**src/rtl/serial_sub_pkg.sv**
```systemverilog
// Shared definitions for the bit-serial subtractor controller.
// Holds the FSM state encoding and the default operand width.
package serial_sub_pkg;

  // Default operand/result width; legal range for the controller is 2..32.
  localparam int DEFAULT_WIDTH = 8;

  // Controller states with fixed encodings so debug dumps stay readable.
  typedef enum logic [1:0] {
    S_IDLE  = 2'd0,
    S_SHIFT = 2'd1,
    S_DONE  = 2'd2
  } state_t;

endpackage : serial_sub_pkg

```
**src/rtl/serial_sub_ctrl_fs_cell.sv**
```systemverilog
// One-bit full subtractor: d = x - y - bi (mod 2), bo = borrow out.
// Purely combinational; the controller time-multiplexes a single instance.
module fs_cell (
  input  logic x,
  input  logic y,
  input  logic bi,
  output logic d,
  output logic bo
);

  logic w_xy;

  // Difference and borrow of one bit position.
  always_comb begin
    w_xy = x ^ y;
    d    = w_xy ^ bi;
    bo   = (~x & y) | (~w_xy & bi);
  end

endmodule : fs_cell

```
**src/rtl/serial_sub_ctrl.sv**
```systemverilog
// Bit-serial subtractor controller: computes a - b - bin over WIDTH cycles,
// LSB first, using one fs_cell. Valid/ready on both input and output.
// Optional build macro SUB_OVF_EN adds a registered signed-overflow output ovf.
module serial_sub_ctrl
  import serial_sub_pkg::*;
#(
  parameter int WIDTH = DEFAULT_WIDTH  // legal range 2..32
) (
  input  logic             clk,
  input  logic             rst_n,
  input  logic             in_valid,
  output logic             in_ready,
  input  logic [WIDTH-1:0] a,
  input  logic [WIDTH-1:0] b,
  input  logic             bin,
  output logic             out_valid,
  input  logic             out_ready,
  output logic [WIDTH-1:0] diff,
  output logic             bout
`ifdef SUB_OVF_EN
  ,
  output logic             ovf
`endif
);

  localparam int CNT_W = $clog2(WIDTH);
  localparam logic [CNT_W-1:0] LAST_BIT = CNT_W'(WIDTH - 1);

  state_t           r_state;
  logic [WIDTH-1:0] r_a_sr;
  logic [WIDTH-1:0] r_b_sr;
  logic [WIDTH-1:0] r_res;
  logic [WIDTH-1:0] r_diff;
  logic             r_brw;
  logic             r_bout;
  logic [CNT_W-1:0] r_cnt;
  logic             r_in_ready;
  logic             r_out_valid;

  logic             w_cell_d;
  logic             w_cell_bo;
  logic [WIDTH-1:0] w_res_next;

`ifdef SUB_OVF_EN
  // Operand sign bits, kept aside because the shift registers lose them.
  logic [1:0]       r_msb_ab;
  logic             r_ovf;
`endif

  // The single subtractor cell always looks at the current LSBs and borrow.
  fs_cell u_cell (
    .x  (r_a_sr[0]),
    .y  (r_b_sr[0]),
    .bi (r_brw),
    .d  (w_cell_d),
    .bo (w_cell_bo)
  );

  // Result shift register after this edge's bit enters at the MSB.
  always_comb begin
    w_res_next = {w_cell_d, r_res[WIDTH-1:1]};
  end

  // Controller FSM: operand capture, serial shifting, result hold.
  // NOTE: every state/datapath register uses <= so all of them update together
  // from pre-edge values; a blocking = here would let later lines see new values.
  always_ff @(posedge clk or negedge rst_n) begin
    if (!rst_n) begin
      // NOTE: the shift registers are ordinary flops, not a memory array, so they
      // are reset too; a mid-operation reset must leave no stale partial result.
      r_state     <= S_IDLE;
      r_a_sr      <= '0;
      r_b_sr      <= '0;
      r_res       <= '0;
      r_diff      <= '0;
      r_brw       <= 1'b0;
      r_bout      <= 1'b0;
      r_cnt       <= '0;
      r_in_ready  <= 1'b1;
      r_out_valid <= 1'b0;
`ifdef SUB_OVF_EN
      r_msb_ab    <= 2'b00;
      r_ovf       <= 1'b0;
`endif
    end else begin
      case (r_state)
        S_IDLE: begin
          if (in_valid && r_in_ready) begin
            r_a_sr     <= a;
            r_b_sr     <= b;
            r_brw      <= bin;
            r_cnt      <= '0;
            r_in_ready <= 1'b0;
            r_state    <= S_SHIFT;
`ifdef SUB_OVF_EN
            r_msb_ab   <= {a[WIDTH-1], b[WIDTH-1]};
`endif
          end
        end

        S_SHIFT: begin
          r_res  <= w_res_next;
          r_a_sr <= r_a_sr >> 1;
          r_b_sr <= r_b_sr >> 1;
          r_brw  <= w_cell_bo;
          r_cnt  <= r_cnt + CNT_W'(1);
          if (r_cnt == LAST_BIT) begin
            // Final bit: publish the completed result in the same edge.
            r_diff      <= w_res_next;
            r_bout      <= w_cell_bo;
            r_out_valid <= 1'b1;
            r_state     <= S_DONE;
`ifdef SUB_OVF_EN
            r_ovf       <= (r_msb_ab[1] ^ r_msb_ab[0]) & (r_msb_ab[1] ^ w_cell_d);
`endif
          end
        end

        S_DONE: begin
          // Result stays frozen until the consumer takes it.
          if (out_ready) begin
            r_out_valid <= 1'b0;
            r_in_ready  <= 1'b1;
            r_state     <= S_IDLE;
          end
        end

        default: begin
          r_out_valid <= 1'b0;
          r_in_ready  <= 1'b1;
          r_state     <= S_IDLE;
        end
      endcase
    end
  end

  assign in_ready  = r_in_ready;
  assign out_valid = r_out_valid;
  assign diff      = r_diff;
  assign bout      = r_bout;
`ifdef SUB_OVF_EN
  assign ovf       = r_ovf;
`endif

endmodule : serial_sub_ctrl

```
**config.mk**
```make
export PLATFORM = sky130hd
export DESIGN_NAME = serial_sub_ctrl
export DESIGN_NICKNAME = d
export VERILOG_FILES = /design/src/rtl/serial_sub_pkg.sv /design/src/rtl/serial_sub_ctrl_fs_cell.sv /design/src/rtl/serial_sub_ctrl.sv
export SDC_FILE = /design/constraint.sdc
export NUM_CORES = 1
export LEC_CHECK = 0
export ABC_CLOCK_PERIOD_IN_PS = 1900
export BUFFER_PORTS_ARGS = -buffer_cell sky130_fd_sc_hd__buf_4
export CAP_MARGIN = 5
export CORE_ASPECT_RATIO = 1.25
export CORE_MARGIN = 2
export CORE_UTILIZATION = 54
export CTS_CLUSTER_DIAMETER = 60
export DETAILED_ROUTE_END_ITERATION = 10
export GPL_ROUTABILITY_DRIVEN = 0
export PLACE_DENSITY = 0.78
export REMOVE_ABC_BUFFERS = 1
export SYNTH_ARGS = -nofsm -noshare
export SYNTH_HDL_FRONTEND = slang
export SYNTH_SLANG_ARGS = --single-unit
export TNS_END_PERCENT = 20
```
**constraint.sdc**
```tcl
create_clock -name clk -period 1.9 [get_ports clk]
set_input_delay 0.285 -clock clk [delete_from_list [all_inputs] [get_ports clk]]
set_output_delay 0.285 -clock clk [all_outputs]
set_load 0.02 [all_outputs]
```
**Word level (Yosys, flattened, before mapping)**

Index checks and enable logic that the tools add are counted.

- Mux-type cells: 18
- Eq/ne operators: 6
- Add/sub/neg operators: 1
- Bitwise logic cells: 9
- Reductions and logical operators: 8

Operator list:

| operator | number |
|---|---|
| 8-bit case mux with 2 select lines | 2 |
| 8-bit 2-to-1 mux | 2 |
| 3-bit AND reduction | 3 |
| 2-bit 2-to-1 mux | 3 |
| 2-bit inequality test (second input constant) | 3 |
| 1-bit case mux with 3 select lines | 2 |
| 2-bit case mux with 3 select lines | 1 |
| 3-bit case mux with 2 select lines | 1 |
| 1-bit 2-to-1 mux | 5 |
| 1-bit NOT | 4 |
| 2-bit AND reduction | 2 |
| 3-bit by 1-bit adder with 3-bit output (second input constant) | 1 |
| 3-bit equality test (second input constant) | 1 |
| 3-bit 2-to-1 mux | 1 |
| 1-bit bitwise AND | 2 |
| 2-bit by 1-bit equality test with 1-bit output (second input constant) | 1 |
| 2-bit equality test (second input constant) | 1 |
| 2-bit zero test | 1 |
| 1-bit case mux with 2 select lines | 1 |
| 2-bit nonzero test | 1 |
| 1-bit XOR | 2 |
| 1-bit logical AND | 1 |
| 1-bit bitwise OR | 1 |

- Output and inout bits: 11
- Bits in registers: 41
- Word-level logic and storage cells: 52
- Input port bits: 21

**Logic depth before layout (Yosys ltp)**

- Word-level depth: 5
- Gate-level depth with buffers: 6

**Cells and area by module**

Synthesis repeated with hierarchy kept, for this count alone.

- Cells, all modules: 141
- Area, all modules: 1836.8 um^2

Modules (own cells, without submodules):

| module | times used | area an instance (um^2) | cells each |
|---|---|---|---|
| serial_sub_ctrl | 1 | 1805.5 | 137 |
| fs_cell | 1 | 31.3 | 4 |

**Least setup slack after synthesis**

Ideal clock, no wire load.

- Path kind: register to register
- Start: reg r_cnt[0]
- End: reg r_diff[0] (netlist: diff[0])
- Stages on the path, launching flop included: 6
- Arrival time: 1.383 ns
- Clock period less this slack: 1.508 ns
- Data required time: 1.775 ns
- Setup slack: 0.392 ns
- Cell sequence: dfrtp_1 -> ha_1 -> ha_1 -> nand3b_1 -> buf_2 -> mux2_2

- Cells in the longest elaborated chain, start to end: 2

Ends and longest elaborated chain:

| item | line | source |
|---|---|---|
| start, declared | serial_sub_ctrl.sv:36 | `logic [CNT_W-1:0] r_cnt;` |
| start signal, assigned | serial_sub_ctrl.sv:106 | `r_cnt <= r_cnt + CNT_W'(1);` |
| 3-bit equality test | serial_sub_ctrl.sv:107 | `if (r_cnt == LAST_BIT) begin` |
| 2-bit AND reduction (no source line) | -- |  |
| end signal, assigned | serial_sub_ctrl.sv:109 | `r_diff <= w_res_next;` |
| end, declared | serial_sub_ctrl.sv:33 | `logic [WIDTH-1:0] r_diff;` |

No other way between the ends.
A chain may end at the register's enable or synchronous reset.

**Worst setup path after layout**

- Start: reg r_cnt[0]
- End: reg r_diff[7] (netlist: diff[7])

The elaborated chain is that of the path after synthesis.

==> metrics <==
worst reg-to-reg path cell count 4; number of buffers on the longest clock path 2; setup TNS 0 ns; post-detailed-placement half-perimeter wirelength 2269 µm; cell count of the worst hold path 3; CP Launch Point r_cnt[0]; post-synth design cell area 1790 µm²; element type at the critical path start register; number of core rows 23; final count of negative-setup-slack endpoints 0; cell count after synthesis 145; launch instance of the worst min-delay path out_ready; Starting Density 0.5605; Die W 55.50 µm; number of detailed-route iterations in the first pass 4; share of synthesized flip-flops with an asynchronous set or reset 1.000; DRC 0; fin nets 203; most common flop cell mapped by yosys dfrtp_1; Hold Slack 0.2492 ns; internal portion of total power 2346 µW; RSZ-0062 raised after global routing false; overall overflow remaining after global route 0; Antenna diodes 0; fill cell instance count of the final layout 237; Worst Hold Endpoint in_ready; sw power 1232 µW; series of cell instances along the critical path ha_1 -> ha_1 -> nand3b_1 -> mux2_2; global-route usage over all layers 0.1862; maximum resistive drop on vdd 1.151 mV; result of the run finished, final reports clean; H-tree level count 2; global-route wire length before repair 5402 µm; number of violations reported at the end of detailed-routing iteration 0 26; number of distinct library cells after synthesis 24; worst slew margin relative to its limit 0.6331; logic gate share of total power 0.402; crit path max-delay cell type nand3b_1; critical path data required time 2.07 ns; per-instance average area after synthesis 12.35 µm²; core region area 3194 µm²; Worst R2R Setup Slack 0.17 ns; min-delay worst type in2reg; number of register bits inferred by synthesis 40; net switching fraction of the power 0.3443; clock network latency to the later pin of the worst-skew pair 0.29 ns; CTS sink count 40; sort of element at the end of the critical path register; number of I/O pins 32; number of flops mapped to enable cells by yosys 0; floorplan die area 3795 µm²; Clock Tree Root clkbuf_8; kind of cell adding the most delay to the critical path adder cells; ranking of synthesized cells by area dfrtp_1 55%, mux2_2 10%, mux2i_1 8.4%, o21ai_0 6.4%, buf_6 3.1%; antenna violations before repair 0; ratio of final minimum period to clock period 0.9106; final count of hold timing violations 0; vias in the first global route 1,190; Arr. time, crit path 1.90 ns; maximum number of pins on one net before global-route repair 41; antenna viol nets, final 0; final max-slew violation count 0; LEAKAGE 0.001015 µW; Buffers & Inverters on Critical Path 0; startpoint of the lowest-slack register-to-register path r_cnt[0]; TritonCTS Buffers 5; slew at the pin closest to its max-slew limit 0.5504 ns; proportion of synthesized chip area in sequential cells 0.5597; Worst Skew 0.008629 ns; most frequently used cell type in the post-synthesis netlist dfrtp_1; Die H 68.38 µm; power per unit of standard cell area 1671 nW/µm²; part of the total power dissipated in sequential elements 0.409; post-synthesis to final-layout area growth 19.57%; most common library cells after synthesis 39 x dfrtp_1, 23 x o21ai_0, 16 x mux2_2, 15 x mux2i_1, 11 x o21ai_1; peak per-stage delay on the critical path 0.40 ns; ratio of cells with drive above 1 in the final layout 0.3556; r2r endpoint diff[7]; fraction of power consumed by the clock network 0.189; cell type with the largest total area after synthesis dfrtp_1; final wirelength 3142 µm; maximum net fanout on the critical path 11; Via-to-Cell Ratio 5.548; Avg WL per Cell 14.48 µm; most used cell, CP ha_1; warnings from Yosys 0; achievable clock frequency 578.0 MHz; TritonCTS clock tree done; shortest clock period the worst path allows after layout 1.730 ns; cell count along the critical path 4; worst setup path category reg2reg; clock transition time at the flip-flop clock pins of the worst setup and hold paths 0.08 ns; share of Yosys cell area claimed by the top area cell type 0.5451; maxcap violations 0; post-CTS setup buffer count 0; vias 1,204; Port Buf Inserts 31
-- final cells by class --
cell class              count  area, µm²  area share
well taps                  37      46.29     0.02162
clock inverters             3      42.54     0.01987
flip-flops and latches     40       1002      0.4681
inverters                   3      11.26    0.005260
repair buffers             37      280.3      0.1309
clock buffers               5      68.82     0.03214
multi-input cells          92      689.4      0.3220
-- layer usage --
layer  track usage  up-vias  wire (µm)
li1              -      575          -
met1        0.2266      595       1319
met2        0.3259       30       1664
met3       0.03781        4        128
met4       0.07927        0         30
met5             0        -          0
-- layout by cell type (no fill, tap or decap), types with 2 or more instances in the layout --
master	instances
and4b_1	2
o21ai_1	11
nor2_1	2
inv_1	3
ha_1	2
mux2i_1	15
o21ai_0	23
dfrtp_1	39
nand2_1	7
clkbuf_8	5
mux2_2	16
buf_4	36
a21oi_1	5
a22o_1	2
-- kinds of logic after synthesis --
| logic type | count (synthesis) | synth area share |
|---|---|---|
| compound gates | 42 | 0.1237 |
| simple gates | 16 | 0.05172 |
| buf+inv | 13 | 0.05520 |
| fa+ha+maj | 3 | 0.02516 |
| mux | 31 | 0.1845 |
| flops | 40 | 0.5598 |
-- sequential cells by signal, indices dropped and copies added (netlist names) --
register and flops:
bout 1, diff 8, in_ready 1, out_valid 1, r_a_sr 8, r_b_sr 8
r_brw 1, r_cnt 3, r_res 7, r_state 2
-- worst max path at each step --
stage | slack [ns] | to
floorplan | 0.27 | r_res[1]
global placement | 0.20 | r_b_sr[4]
detailed placement | 0.14 | diff[3]
CTS | 0.13 | r_a_sr[0]
global route | 0.05 | diff[7]
finish | 0.17 | diff[7]
-- through the flow --
step	instances	total power, µW	worst slack (ns)	util	cell area (µm²)
floorplan	135	2423	0.2730	-	1703
global placement	208	2842	0.2032	0.6322	2019
detailed placement	208	2929	0.1402	0.6322	2019
CTS	217	3610	0.1278	0.6702	2141
global route	217	3851	0.05448	0.6702	2141
finish	217	3577	0.1698	0.6702	2141
-- worst min-delay path: cells and delay by family --
family                 cells  cell delay, ns
and+or+nand+nor            2            0.12
buffers and inverters      1            0.09
-- power groups by stage --
stage                     registers [µW]  clock network (µW)  logic (µW)
after CTS                           1470                 692        1450
after global routing                1510                 729        1610
after global placement              1460                   0        1390
final                               1460                 675        1440
after detailed placement            1480                   0        1450
after floorplan                     1570                   0         857
-- what timing repair did --
| item | in CTS | in global routing |
|---|---|---|
| resized for setup | 0 | 1 |
| hold endpoints to repair | 39 | 0 |
| hold buffers | 1 | 0 |
| endpoints found under the setup margin | 0 | 18 |
No activity file was read; power rests on OpenSTA's default activity.
